File: config.mk
export PLATFORM = sky130hd
export DESIGN_NAME = cpu_tick_ctrl
export DESIGN_NICKNAME = d
export VERILOG_FILES = /design/src/rtl/cpu_tick_ctrl.sv
export SDC_FILE = /design/constraint.sdc
export NUM_CORES = 1
export LEC_CHECK = 0
export ABC_AREA = 1
export CORE_ASPECT_RATIO = 2
export CORE_MARGIN = 4
export CORE_UTILIZATION = 24
export CTS_CLUSTER_DIAMETER = 80
export DETAILED_ROUTE_END_ITERATION = 6
export PLACE_DENSITY = 0.48
export SYNTH_ARGS = -nofsm -noshare
export SYNTH_HDL_FRONTEND = slang
export SYNTH_SLANG_ARGS = --single-unit
File: constraint.sdc
create_clock -name clk -period 1.6 [get_ports clk]
set_input_delay 0.32 -clock clk [delete_from_list [all_inputs] [get_ports clk]]
set_output_delay 0.32 -clock clk [all_outputs]
set_load 0.1 [all_outputs]
File: src/rtl/cpu_tick_ctrl.sv
`default_nettype none
// ============================================================================
//  Module   : cpu_tick_ctrl
//  Purpose  : CPU clock-enable generator (halt / run / single-step / burst-N)
//             with debounced step button, heartbeat LED and tick counter.
//             The tick counter is built only when CPU_TICK_CNT_EN is defined.
//  Revision : 1.0  initial release
// ============================================================================
module cpu_tick_ctrl #(
    parameter int DIV       = 50_000_000,
    parameter int DB_CYCLES = 500_000,
    parameter int BURST_W   = 8,
    parameter int CNT_W     = 24
) (
    input  logic               clk,
    input  logic               reset,
    input  logic [1:0]         mode_i,
    input  logic               step_btn_i,
    input  logic [BURST_W-1:0] burst_len_i,
    output logic               tick_o,
    output logic               heartbeat_o,
    output logic               busy_o,
    output logic [CNT_W-1:0]   tick_cnt_o
);

    localparam int DIV_W = (DIV > 2) ? $clog2(DIV) : 1;
    localparam int DB_W  = (DB_CYCLES > 2) ? $clog2(DB_CYCLES) : 1;

    localparam logic [DIV_W-1:0] c_div_last = DIV_W'(DIV - 1);
    localparam logic [DB_W-1:0]  c_db_last  = DB_W'(DB_CYCLES - 1);

    typedef enum logic [1:0] {
        S_HALT  = 2'b00,
        S_RUN   = 2'b01,
        S_STEP  = 2'b10,
        S_BURST = 2'b11
    } state_t;

    // Button synchroniser and debouncer
    logic              r_s1;
    logic              r_s2;
    logic              r_db_lvl;
    logic              r_db_prev;
    logic [DB_W-1:0]   r_db_cnt;
    logic              w_press;

    // Tick FSM
    state_t            r_state;
    state_t            w_mode;
    logic [DIV_W-1:0]  r_div_cnt;
    logic [BURST_W-1:0] r_rem;
    logic              r_busy;
    logic              r_tick;
    logic              r_hb;
    logic              w_fire;
    logic              w_div_wrap;

    always_ff @(posedge clk) begin
        if (reset) begin
            r_s1      <= 1'b0;
            r_s2      <= 1'b0;
            r_db_lvl  <= 1'b0;
            r_db_prev <= 1'b0;
            r_db_cnt  <= '0;
        end else begin
            r_s1      <= step_btn_i;
            r_s2      <= r_s1;
            r_db_prev <= r_db_lvl;
            if (r_s2 != r_db_lvl) begin
                if (r_db_cnt == c_db_last) begin
                    r_db_lvl <= r_s2;
                    r_db_cnt <= '0;
                end else begin
                    r_db_cnt <= r_db_cnt + DB_W'(1);
                end
            end else begin
                r_db_cnt <= '0;
            end
        end
    end

    assign w_press    = r_db_lvl & ~r_db_prev;
    assign w_mode     = state_t'(mode_i);
    assign w_div_wrap = (r_div_cnt == c_div_last);

    // A tick is suppressed on the edge where the mode switch is taken.
    always_comb begin
        w_fire = 1'b0;
        if (w_mode == r_state) begin
            case (r_state)
                S_RUN:   w_fire = w_div_wrap;
                S_STEP:  w_fire = w_press;
                S_BURST: w_fire = (r_rem != '0) && w_div_wrap;
                default: w_fire = 1'b0;
            endcase
        end
    end

    always_ff @(posedge clk) begin
        if (reset) begin
            r_state   <= S_HALT;
            r_div_cnt <= '0;
            r_rem     <= '0;
            r_busy    <= 1'b0;
            r_tick    <= 1'b0;
            r_hb      <= 1'b0;
        end else begin
            r_tick <= w_fire;
            r_hb   <= r_hb ^ w_fire;
            if (w_mode != r_state) begin
                r_state   <= w_mode;
                r_div_cnt <= '0;
                r_rem     <= '0;
                r_busy    <= 1'b0;
            end else begin
                case (r_state)
                    S_RUN: begin
                        r_div_cnt <= w_div_wrap ? '0 : r_div_cnt + DIV_W'(1);
                    end
                    S_BURST: begin
                        if (r_rem == '0) begin
                            r_div_cnt <= '0;
                            if (w_press) begin
                                r_rem  <= burst_len_i;
                                r_busy <= |burst_len_i;
                            end
                        end else if (w_div_wrap) begin
                            // busy drops together with the final tick
                            r_div_cnt <= '0;
                            r_rem     <= r_rem - BURST_W'(1);
                            r_busy    <= (r_rem != BURST_W'(1));
                        end else begin
                            r_div_cnt <= r_div_cnt + DIV_W'(1);
                        end
                    end
                    default: begin
                        r_div_cnt <= '0;
                    end
                endcase
            end
        end
    end

    assign tick_o      = r_tick;
    assign heartbeat_o = r_hb;
    assign busy_o      = r_busy;

`ifdef CPU_TICK_CNT_EN
    logic [CNT_W-1:0] r_tick_cnt;

    always_ff @(posedge clk) begin
        if (reset) begin
            r_tick_cnt <= '0;
        end else if (w_fire) begin
            r_tick_cnt <= r_tick_cnt + CNT_W'(1);
        end
    end

    assign tick_cnt_o = r_tick_cnt;
`else
    assign tick_cnt_o = '0;
`endif

endmodule
`default_nettype wire

; ---- Yosys cells after proc, flatten, opt, wreduce, memory -nomap -nowiden
; Index checks and enable logic that the tools add are counted.
[word_totals]
latchBits = 0
output_inout_bits = 27
ram_bits = 0
romBits = 0
ff_bits = 62
mem_count = 0
[classes]
bitwise_logic = 4
addsub = 3
shifts = 0
div_mod_pow = 0
n_reduce_logical = 9
n_eq_ne = 10
n_lt_le_gt_ge = 0
n_mux = 11
multipliers = 0
[ops]
columns = cell, n
row1 = $mux 26, 2
row2 = $pmux 26 s2, 1
row3 = $add 26x1->26 const B, 1
row4 = $eq 26x26->1 const B, 1
row5 = $mux 8, 3
row6 = $add 19x1->19 const B, 1
row7 = $eq 19x19->1 const B, 1
row8 = $logic_not 8->1, 1
row9 = $ne 8x1->1 const B, 1
row10 = $reduce_bool 8->1, 1
row11 = $reduce_or 8->1, 1
row12 = $sub 8x1->8 const B, 1
row13 = $eq 2x2->1 const B, 2
row14 = $mux 1, 4
row15 = $pmux 1 s3, 1
row16 = $reduce_and 3->1, 1
row17 = $reduce_or 3->1, 1
row18 = $eq 2x1->1 const B, 1
row19 = $eq 2x2->1, 1
row20 = $ne 2x2->1, 1
row21 = $ne 2x2->1 const B, 1
row22 = $not 1->1, 2
row23 = $reduce_and 2->1, 1
row24 = $reduce_bool 2->1, 1
row25 = 5 further kinds, 5

; ---- Logic depth before layout (Yosys ltp)
[logic_depth]
depth_word = 5
ltp_mapped = 12
depth_no_buf = 12

; ---- Least setup slack after synthesis
; OpenSTA, ideal clock, no wires.
[synth_path]
path_type = register -> register
start = reg r_db_cnt[0]
end = reg r_db_cnt[12]
slack_ps = 59
path_buffers = 1
arrival_ps = 1427
required_ps = 1486
synth_period_minus_slack_ps = 1541
path_stages_with_launch = 12
path_cell_list = dfxtp_1 > ha_1 > nand2_1 > inv_1 > nand2_1 > inv_1 > nand4_1 > nor2_1 > inv_1 > nand2_2 > buf_4 > nor2_1
[synth_via]
elab_chain_cells = 2
elab_cells_between_ends = 3
[synth_lines]
columns = element, line
row1 = from (decl), 44  ; logic [DB_W-1:0] r_db_cnt;
row2 = from (signal assigned), 74  ; r_db_cnt <= r_db_cnt + DB_W'(1);
row3 = branches (longest 2 deep; another with $add 19x1->19), n/a
; Several ways; the timed one is not identified.
; A chain may end at the register's enable or synchronous reset.

; ---- Worst setup path in the final report
[layout_path]
start = in mode_i[0]
end = reg r_div_cnt[2]
[layout_via]
elab_chain_cells = 2
[layout_lines]
columns = element, line
row1 = from (decl), 17  ; input logic [1:0] mode_i,
row2 = $ne 2x2->1, 110  ; if (w_mode != r_state) begin
row3 = $reduce_or 2->1 (no line), n/a
row4 = to (signal assigned), 118  ; r_div_cnt <= w_div_wrap ? '0 : r_div_cnt + DIV_W'(1);
row5 = to (signal assigned), 133  ; r_div_cnt <= r_div_cnt + DIV_W'(1);
row6 = to (decl), 50  ; logic [DIV_W-1:0] r_div_cnt;
; No other way between the ends.

==> run metrics <==
Final nets=603; # port buffers=15; max cap viols=0; worst skew pair latency=between 0.3 and 0.4 ns; Hold Vio Cnt, Final=0; met3 wire len=approximately 190 um; overall global routing resource usage=0.1049; worst slew pin tran=0.4959 ns; post-placement cell area=4167 um2; Filler Cell Count=1524; P&R area growth vs syn=34.75%; layout cell share with drive strength beyond 1=0.2673; Overall Power=4.032 mW; Cell variety after synth=between 40 and 50; Worst Path Arrival=1.81 ns; critical path's largest stage delay=0.50 ns; Die Area=17000 um2; Iter 0 DRT Violations=97; wirelength, routed=8902 um; antenna violations before repair=0; highest-delay cell along the critical path=clkdlybuf4s50_1; post-synthesis area per instance=6.997 um2; Setup WS pre-CTS=-0.2868 ns; M1 wire length=roughly 3300 um; H-Tree Level Count=3; grt ovf=0; Routed wire per std cell=11.37 um; final core occ=0.3315; Die Ht=180.4 um; worst hold margin=between 0.4 and 0.5 ns; first-pass GRT wire length=14210 um; post-synthesis cell count=slightly above 500; Setup crit start kind=input port; starting density of the core=0.2460; Setup-failing EPs final=0; hpwl dp=6819 um; met2 WL=5201 um; routability congestion estimate=around 0.79; hold crit path type=reg2reg; Synth Warn #=0; CP cell instances=clkdlybuf4s50_1 -> xnor2_1 -> nand2_2 -> nor2_8 -> nand4_4 -> buf_4 -> nor3b_1; Slew Limit Fails=0; Max FO, Critical Path=6; DRT antenna net count=0; Worst Path Required=~1.9 ns; Max-slew headroom=0.6668; Min Clock Period, post-route=between 1.5 and 2 ns; Multi-input gate area=~2100 um2; Row Count=62; min setup slack post-route=about 0.033 ns; CORE AREA=14510 um2; post-synthesis cell area=roughly 3600 um2; Initial DRT Pass Iterations=4; CP Capture Type=flip-flop; vias=3342; die width=around 94 um; antenna cells=0; register area=approximately 1300 um2; Worst-path clk slew=0.06 ns; CTS Hold Bufs=0; Pleak=1.915 nW; worst vdd ir=approximately 0.57 mV; I/O pin cnt=40; Placed Cells=752; clock skew=0.005178 ns; DR top layer=met4; Vias/cell=4.268; non-filler instance count after layout=slightly below 800; Final period util=0.9791; largest net degree at the start of global routing=14; WS Path Type=in2reg; Yosys reg bits=62; CTS tree=yes; CTS Buf Count=9; PwrDens=838.4 nW/um2; Final TNS setup=0 ns; vias in the first global route=approximately 3200; DRC viols=0; Seq/Total Area, Yosys=0.3478; Root Buffer=clkbuf_16; status=finished clean; FMAX=638.4 MHz; CTS Sinks=between 60 and 70; unrepaired setup endpoints after global routing=true; worst-case clock buffer depth=2; design area=4808 um2
==> kinds of logic (layout without fill, tap and decap cells) <==
logic type / after synthesis / after routing / synth area share
compound gates: 48 / 48 / 0.07468
other cells: 1 / 24 / 0.001051
xor+xnor: 12 / 12 / 0.02945
flops: 62 / 62 / 0.3478
buf+inv: 98 / 155 / 0.1385
simple gates: 285 / 286 / 0.3945
fa+ha+maj: 4 / 4 / 0.01403
==> timing repair <==
action,CTS,global route
setup buffers,5,7
gates cloned,1,2
gates resized for setup,19,34
setup endpoints to repair,40,51
pin swaps,9,17
==> path summary, 6_finish.rpt <==
| path | start | cells past startpoint | end | slack (ns) |
|---|---|---|---|---|
| hold reg to reg | r_s1 | 2 | r_s2 | 0.41 |
| setup reg to reg | r_div_cnt[1] | 10 | r_div_cnt[15] | 0.03 |
| hold / removal | r_s1 | 2 | r_s2 | 0.41 |
| setup / recovery | mode_i[0] | 7 | r_div_cnt[2] | 0.03 |
==> area by class of cell <==
type | count | area share
clock inverter | 7 | 0.02056
sequential | 62 | 0.2605
timing repair inverter | 1 | 0.001041
tap | 192 | 0.04996
timing repair buffer | 70 | 0.1327
clock buffer | 9 | 0.04684
inverter | 68 | 0.05464
multi-input combinational | 374 | 0.4338
==> per-layer routing <==
metal | up-vias | track usage
met5 | - | 0
met3 | 14 | 0.01672
met2 | 45 | 0.2047
met1 | 1543 | 0.09928
met4 | 0 | 0.05671
li1 | 1740 | -
==> worst max-delay path: cells and delay by family <==
family | cells | cell delay [ns]
xor+xnor | 1 | 0.14
simple gates | 4 | 0.64
buf+inv | 2 | 0.72
==> power breakdown <==
| group | internal, mW | switching, mW | leakage [nW] |
|---|---|---|---|
| registers | 1.55 | 0.00558 | 0.504 |
| clock network | 1.37 | 0.737 | 0.156 |
| logic | 0.0659 | 0.308 | 1.26 |
==> cell usage in the layout, fill, tap and decap left out, types with 10 or more instances in the layout <==
master           netlist  routed
nand2_1              102      93
nor3_1                12      11
nand2_2                8      13
nor2_2                13      13
nand3_1               24      21
nand4_1               16      16
nor2_1                75      71
buf_4                 26      49
conb_1                 1      24
dfxtp_1               62      55
inv_1                 61      58
a21oi_1               26      26
clkbuf_16              0      10
clkdlybuf4s50_1        0      12
==> cell usage after synthesis (all sizes together) <==
cell	n	area, um2
a21oi	28	147.6
a31oi	2	12.51
buf	29	222.7
clkbuf	1	13.76
conb	1	3.750
dfxtp	62	1241
ha	4	50.05
inv	68	257.8
nand2	111	444.2
nand3	26	140.1
nand3b	4	30.03
nand4	17	121.4
nor2	95	459.2
nor3	17	116.4
nor3b	2	15.01
nor4	6	37.54
o211a	1	10.01
o211ai	1	7.510
o21ai	13	68.81
o21bai	1	7.510
o22ai	2	12.51
or2	7	43.79
xnor2	4	35.03
xor2	8	70.07
==> registers in the layout, summed over array words and instances, names as in the netlist, 2 cells and up <==
signal / flops
r_state: 2
r_div_cnt: 26
r_rem: 8
r_db_cnt: 19
(Power assumes the default switching activity.)
==> RTL change 1, RTL diff (config.mk and constraints unchanged) <==
`DB_CYCLES`: 500_000 -> 1_000_000.
--- a/src/rtl/cpu_tick_ctrl.sv
+++ b/src/rtl/cpu_tick_ctrl.sv
@@ -9,5 +9,5 @@
 module cpu_tick_ctrl #(
     parameter int DIV       = 50_000_000,
-    parameter int DB_CYCLES = 500_000,
+    parameter int DB_CYCLES = 1_000_000,
     parameter int BURST_W   = 8,
     parameter int CNT_W     = 24
Behaviour: same outputs for any inputs over 10 cycles, from zero or initial values and one cycle with reset high; that may be too few to reach the edited logic, so the function may still have changed.
==> RTL change 1 against the unedited design <==
Clock power fell by 4%; sequential cell count grew 1; area after synthesis is 3.3% lower; synthesized cell count fell by 2.4%; global-route usage increased by 0.81 points; power decreased by 1.5%; count of clock-buffer cells in the layout up 2; worst setup slack worse by 0.0048 ns; wire length up 0.64%; cell area grew 3.6%; critical endpoint is now r_div_cnt[6]; largest power group unchanged.
==> RTL change 1: results (changes against the unedited design) <==
* Status: completed (unchanged)
* Placed cell count at 753 (was 752)
* Regs by FF count: r_div_cnt (26), r_db_cnt (20), r_rem (8) (was r_div_cnt (26), r_db_cnt (19), r_rem (8))
* Vias in the first global route at 3364 (was 3195)
* Met1 usage at 0.1022 (was 0.09928)
* DR iter-0 viols at 68 (was 97)
* Achievable Freq at 0.6364 GHz (was 0.6384 GHz)
* Clock skew at 0.003924 ns (was 0.005178 ns)
* Largest net degree at the start of global routing at 12 (was 14)
* Leak pwr at 2.031 nW (was 1.915 nW)
* Cell variety after synth at 33 (was 41)
* Hold Crit Start: mode_i[1] (was r_s1)
* Final net count at 609 (was 603)
* Share of cells above drive strength 1 at 0.3266 (was 0.2673)
* Critical path fanouts, max at 5 (was 6)
* M3 GR Usage at 0.02121 (was 0.01672)
* Hold EP: r_state[1] (was r_s2)
* Finished Layout Cells at 786 (was 783)
* Dpl cell area at 0.004179 mm² (was 0.004167 mm²)
* Post-CTS setup buffers at 8 (was 5)
* Metal2 WL at 5209 µm (was 5201 µm)
* Metal-1 WL at 3253 µm (was 3307 µm)
* Slowest CP cell: dfxtp_4 (was clkdlybuf4s50_1)
* Routability congestion estimate at 0.7925 (was 0.7921)
* Routed wire per std cell at 11.40 µm (was 11.37 µm)
* Post-CTS resize count at 30 (was 19)
* Synth top area cells: dfxtp_1, nand2_1, nor2_1 (unchanged)
* Post-Synth Adder-Cell Area at 0.01450 (was 0.01403)
* Met2 Use GR at 0.2302 (was 0.2047)
* Max incr delay on CP at 0.36 ns (was 0.50 ns)
* Overall routing resource usage at 0.1131 (was 0.1049)
* CP top delay family: simple AND/OR/NAND/NOR gates (was buffers and inverters)
* Via/cell ratio at 4.228 (was 4.268)
* Syn avg cell area at 6.932 µm² (was 6.997 µm²)
* Min-Delay Path Class: in -> reg (was reg -> reg)
* Sequential-to-total area share from yosys stat at 0.3653 (was 0.3478)
* WHS Path Cells at 3 (was 2)
* Hold_ws at 0.2931 ns (was 0.4056 ns)
* Pre-CTS WS at -0.2789 ns (was -0.2868 ns)
* DR WL met3 at 258 µm (was 190 µm)
## RTL change 1: power breakdown
part	internal [mW]	leakage (nW)	switching (mW)
clock network	1.29	0.152	0.729
logic	0.0712	1.37	0.306
registers	1.57	0.514	0.00523
## RTL change 1: worst max path at each step
stage | startpoint | end | depth (start not counted)
2_1_floorplan | r_rem[0] | heartbeat_o | 10
3_5_place_dp | mode_i[1] | r_div_cnt[22] | 9
5_1_grt | r_div_cnt[0] | r_div_cnt[25] | 11
4_1_cts | r_div_cnt[1] | r_div_cnt[24] | 12
6_report | r_div_cnt[1] | r_div_cnt[6] | 10
3_3_place_gp | mode_i[0] | r_div_cnt[19] | 9
## RTL change 1: cell type report
class | instances | area (µm²)
well taps | 189 | 236.5
repair buffers | 89 | 812.0
flip-flops and latches | 63 | 1277
fillers | 1489 | 9064
inverters | 63 | 247.7
clock inverters | 5 | 56.30
multi-input cells | 366 | 2097
clock buffers | 11 | 252.7
==> RTL change 2, RTL diff (config.mk and constraints unchanged) <==
Without the edit above. Put one more register stage on the output `heartbeat_o`, cleared by the reset. The value now appears one clock later. The other outputs are not delayed to match.
--- a/src/rtl/cpu_tick_ctrl.sv
+++ b/src/rtl/cpu_tick_ctrl.sv
@@ -143,5 +143,11 @@
 
     assign tick_o      = r_tick;
-    assign heartbeat_o = r_hb;
+    always_ff @(posedge clk) begin
+        if (reset) begin
+            heartbeat_o <= '0;
+        end else begin
+            heartbeat_o <= r_hb;
+        end
+    end
     assign busy_o      = r_busy;
 
Formal check against the unedited RTL: same outputs for any inputs over 10 cycles, from zero or initial values and one cycle with reset high; that may be too few to reach the edited logic, so the function may still have changed.
==> RTL change 2 against the unedited design <==
Wire length increased by 9.6%; cell area increased by 7.3%; area after synthesis decreased by 0.91%; worst setup slack got worse by 0.0091 ns; sequential cell count increased by 1; fmax decreased by 0.58%; count of clock-buffer cells in the layout increased by 4; power increased by 0.60%.
==> RTL change 2: results (changes against the unedited design) <==
* Synth top area cells: dfxtp_1, nor2_1, nand2_1 (was dfxtp_1, nand2_1, nor2_1)
* Sw frac at 0.2393 (was 0.2604)
* Post-CTS resize count at 33 (was 19)
* Worst-path clk slew at 0.06 ns (about the same)
* Worst reg-to-reg setup slack at between 0.02 and 0.025 ns
* Dpl cell area at 0.004358 mm² (was 0.004167 mm²)
* Clock group power at between 2 and 2.5 mW
* Clock skew at 0.008211 ns (was 0.005178 ns)
* Hold Crit Start: r_s1 (unchanged)
* DRT Pass-1 Iters at 4 (unchanged)
* Antenna Cells at 0 (unchanged)
* Reg-to-reg endpoint: r_div_cnt[20] (was r_div_cnt[15])
* Share of cells above drive strength 1 at 0.3206 (was 0.2673)
* Slowest CP cell: dfxtp_2 (was clkdlybuf4s50_1)
* Crit path capture type: flop (unchanged)
* Worst-case vdd ir drop at 0.5591 mV (was 0.5737 mV)
* Post-CTS setup buffers at 8 (was 5)
* Min-Delay Path Class: reg -> reg (unchanged)
* Regs by FF count: r_div_cnt (26), r_db_cnt (19), r_rem (8) (unchanged)
* Syn avg cell area at 6.826 µm² (was 6.997 µm²)
* RR Startpoint: r_rem[0] (was r_div_cnt[1])
* Vias in the first global route at 3618 (was 3195)
* Total routed wirelength at 9757 µm (was 8902 µm)
* Arr. time, crit path at 1.83 ns (was 1.81 ns)
* Crit start category: flop (was input pin)
* Worst R2R Path Depth at 9 (was 10)
* Status: completed (unchanged)
* Total grt overflow at 0 (unchanged)
* Synth top cells by count: nor2_1, nand2_1, inv_1, dfxtp_1, nand3_1 (was nand2_1, nor2_1, dfxtp_1, inv_1)
* Cell variety after synth at 37 (was 41)
* Syn. warnings at 0 (unchanged)
* WHS Path Cells at 2 (unchanged)
* Sequential-to-total area share from yosys stat at 0.3567 (was 0.3478)
* TritonCTS Buffers at 9 (unchanged)
* Initial antenna violation count at 0 (unchanged)
* Placed cell count at 789 (was 752)
* Overall routing resource usage at 0.1190 (was 0.1049)
* Clk buf depth at 2 (unchanged)
* Largest net degree at the start of global routing at 17 (was 14)
* IO buf count at 15 (unchanged)
* Most frequent cell after synthesis: nor2_1 (was nand2_1)
* Hold EP: r_s2 (unchanged)
* Critical path fanouts, max at 5 (was 6)
* Asr flop ratio synth at 0 (unchanged)
* Max incr delay on CP at 0.34 ns (was 0.50 ns)
* H-tree level count at 3 (unchanged)
* Synth Flop Type: dfxtp_1 (unchanged)
* CP top delay family: simple AND/OR/NAND/NOR gates (was buffers and inverters)
* First-pass GRT wire length at 15940 µm (was 14210 µm)
* DR iter-0 viols at 100 (was 97)
* Final net count at 639 (was 603)
* Worst-Skew Late Latency at 0.33 ns (about the same)
* Via/cell ratio at 4.316 (was 4.268)
* Sequential Power at about 1.6 mW
* Leak pwr at 2.038 nW (was 1.915 nW)
* Routability congestion estimate at 0.8723 (was 0.7921)
* Final HPWL DP at 7793 µm (was 6819 µm)
* Finished Layout Cells at 819 (was 783)
-- RTL change 2: changes by cell type in the layout (fill, tap and decap cells not counted), sizes merged, moves of 4 or more --
cell	before	now
o21ai	13	20
nor2	95	112
a21oi	28	13
nand2	111	97
nand3	26	33
clkinv	6	1
buf	57	87
nor3	17	27
or2	7	3
nand4	18	12
-- RTL change 2: kinds of logic after synthesis --
logic type               count (synthesis)  synth area share
adder cells (fa/ha/maj)                  4           0.01415
XOR/XNOR                                16           0.04175
flip-flops                              63            0.3567
AO/OA/AOI/OAI                           41           0.06511
other                                    1          0.001061
buffers and inverters                   98            0.1362
AND/OR/NAND/NOR                        295            0.3850
-- RTL change 2: per-stage QoR --
stage	setup TNS, ns	power [mW]	hold slack [ns]	setup WS (ns)	utilization
finish	0	4.056	0.4039	0.02439	0.3576
global route	-0.7293	4.198	0.4455	-0.07961	0.3576
CTS	-0.01067	4.097	0.4072	-0.006289	0.3362
detailed placement	-8.291	1.973	0.3999	-0.2867	0.3020
global placement	-6.894	1.972	0.3984	-0.2402	0.3020
floorplan	0	1.952	0.3883	0.02798	-
-- RTL change 2: metal layers --
layer | up-vias | share of wire | GRT usage
met4 | 0 | 0.064 | 0.08565
met1 | 1630 | 0.34 | 0.1020
met3 | 37 | 0.020 | 0.02259
li1 | 1813 | - | -
met2 | 55 | 0.58 | 0.2307
met5 | - | 0 | 0
-- RTL change 2: cell type report --
cell class / count / area [µm²]
multi-input combinational: 380 / 2202
clock buffer: 13 / 260.3
fill: 1584 / 9269
timing repair buffer: 99 / 857.1
inverter: 69 / 261.5
clock inverter: 3 / 65.06
sequential: 63 / 1274
tap: 192 / 240.2
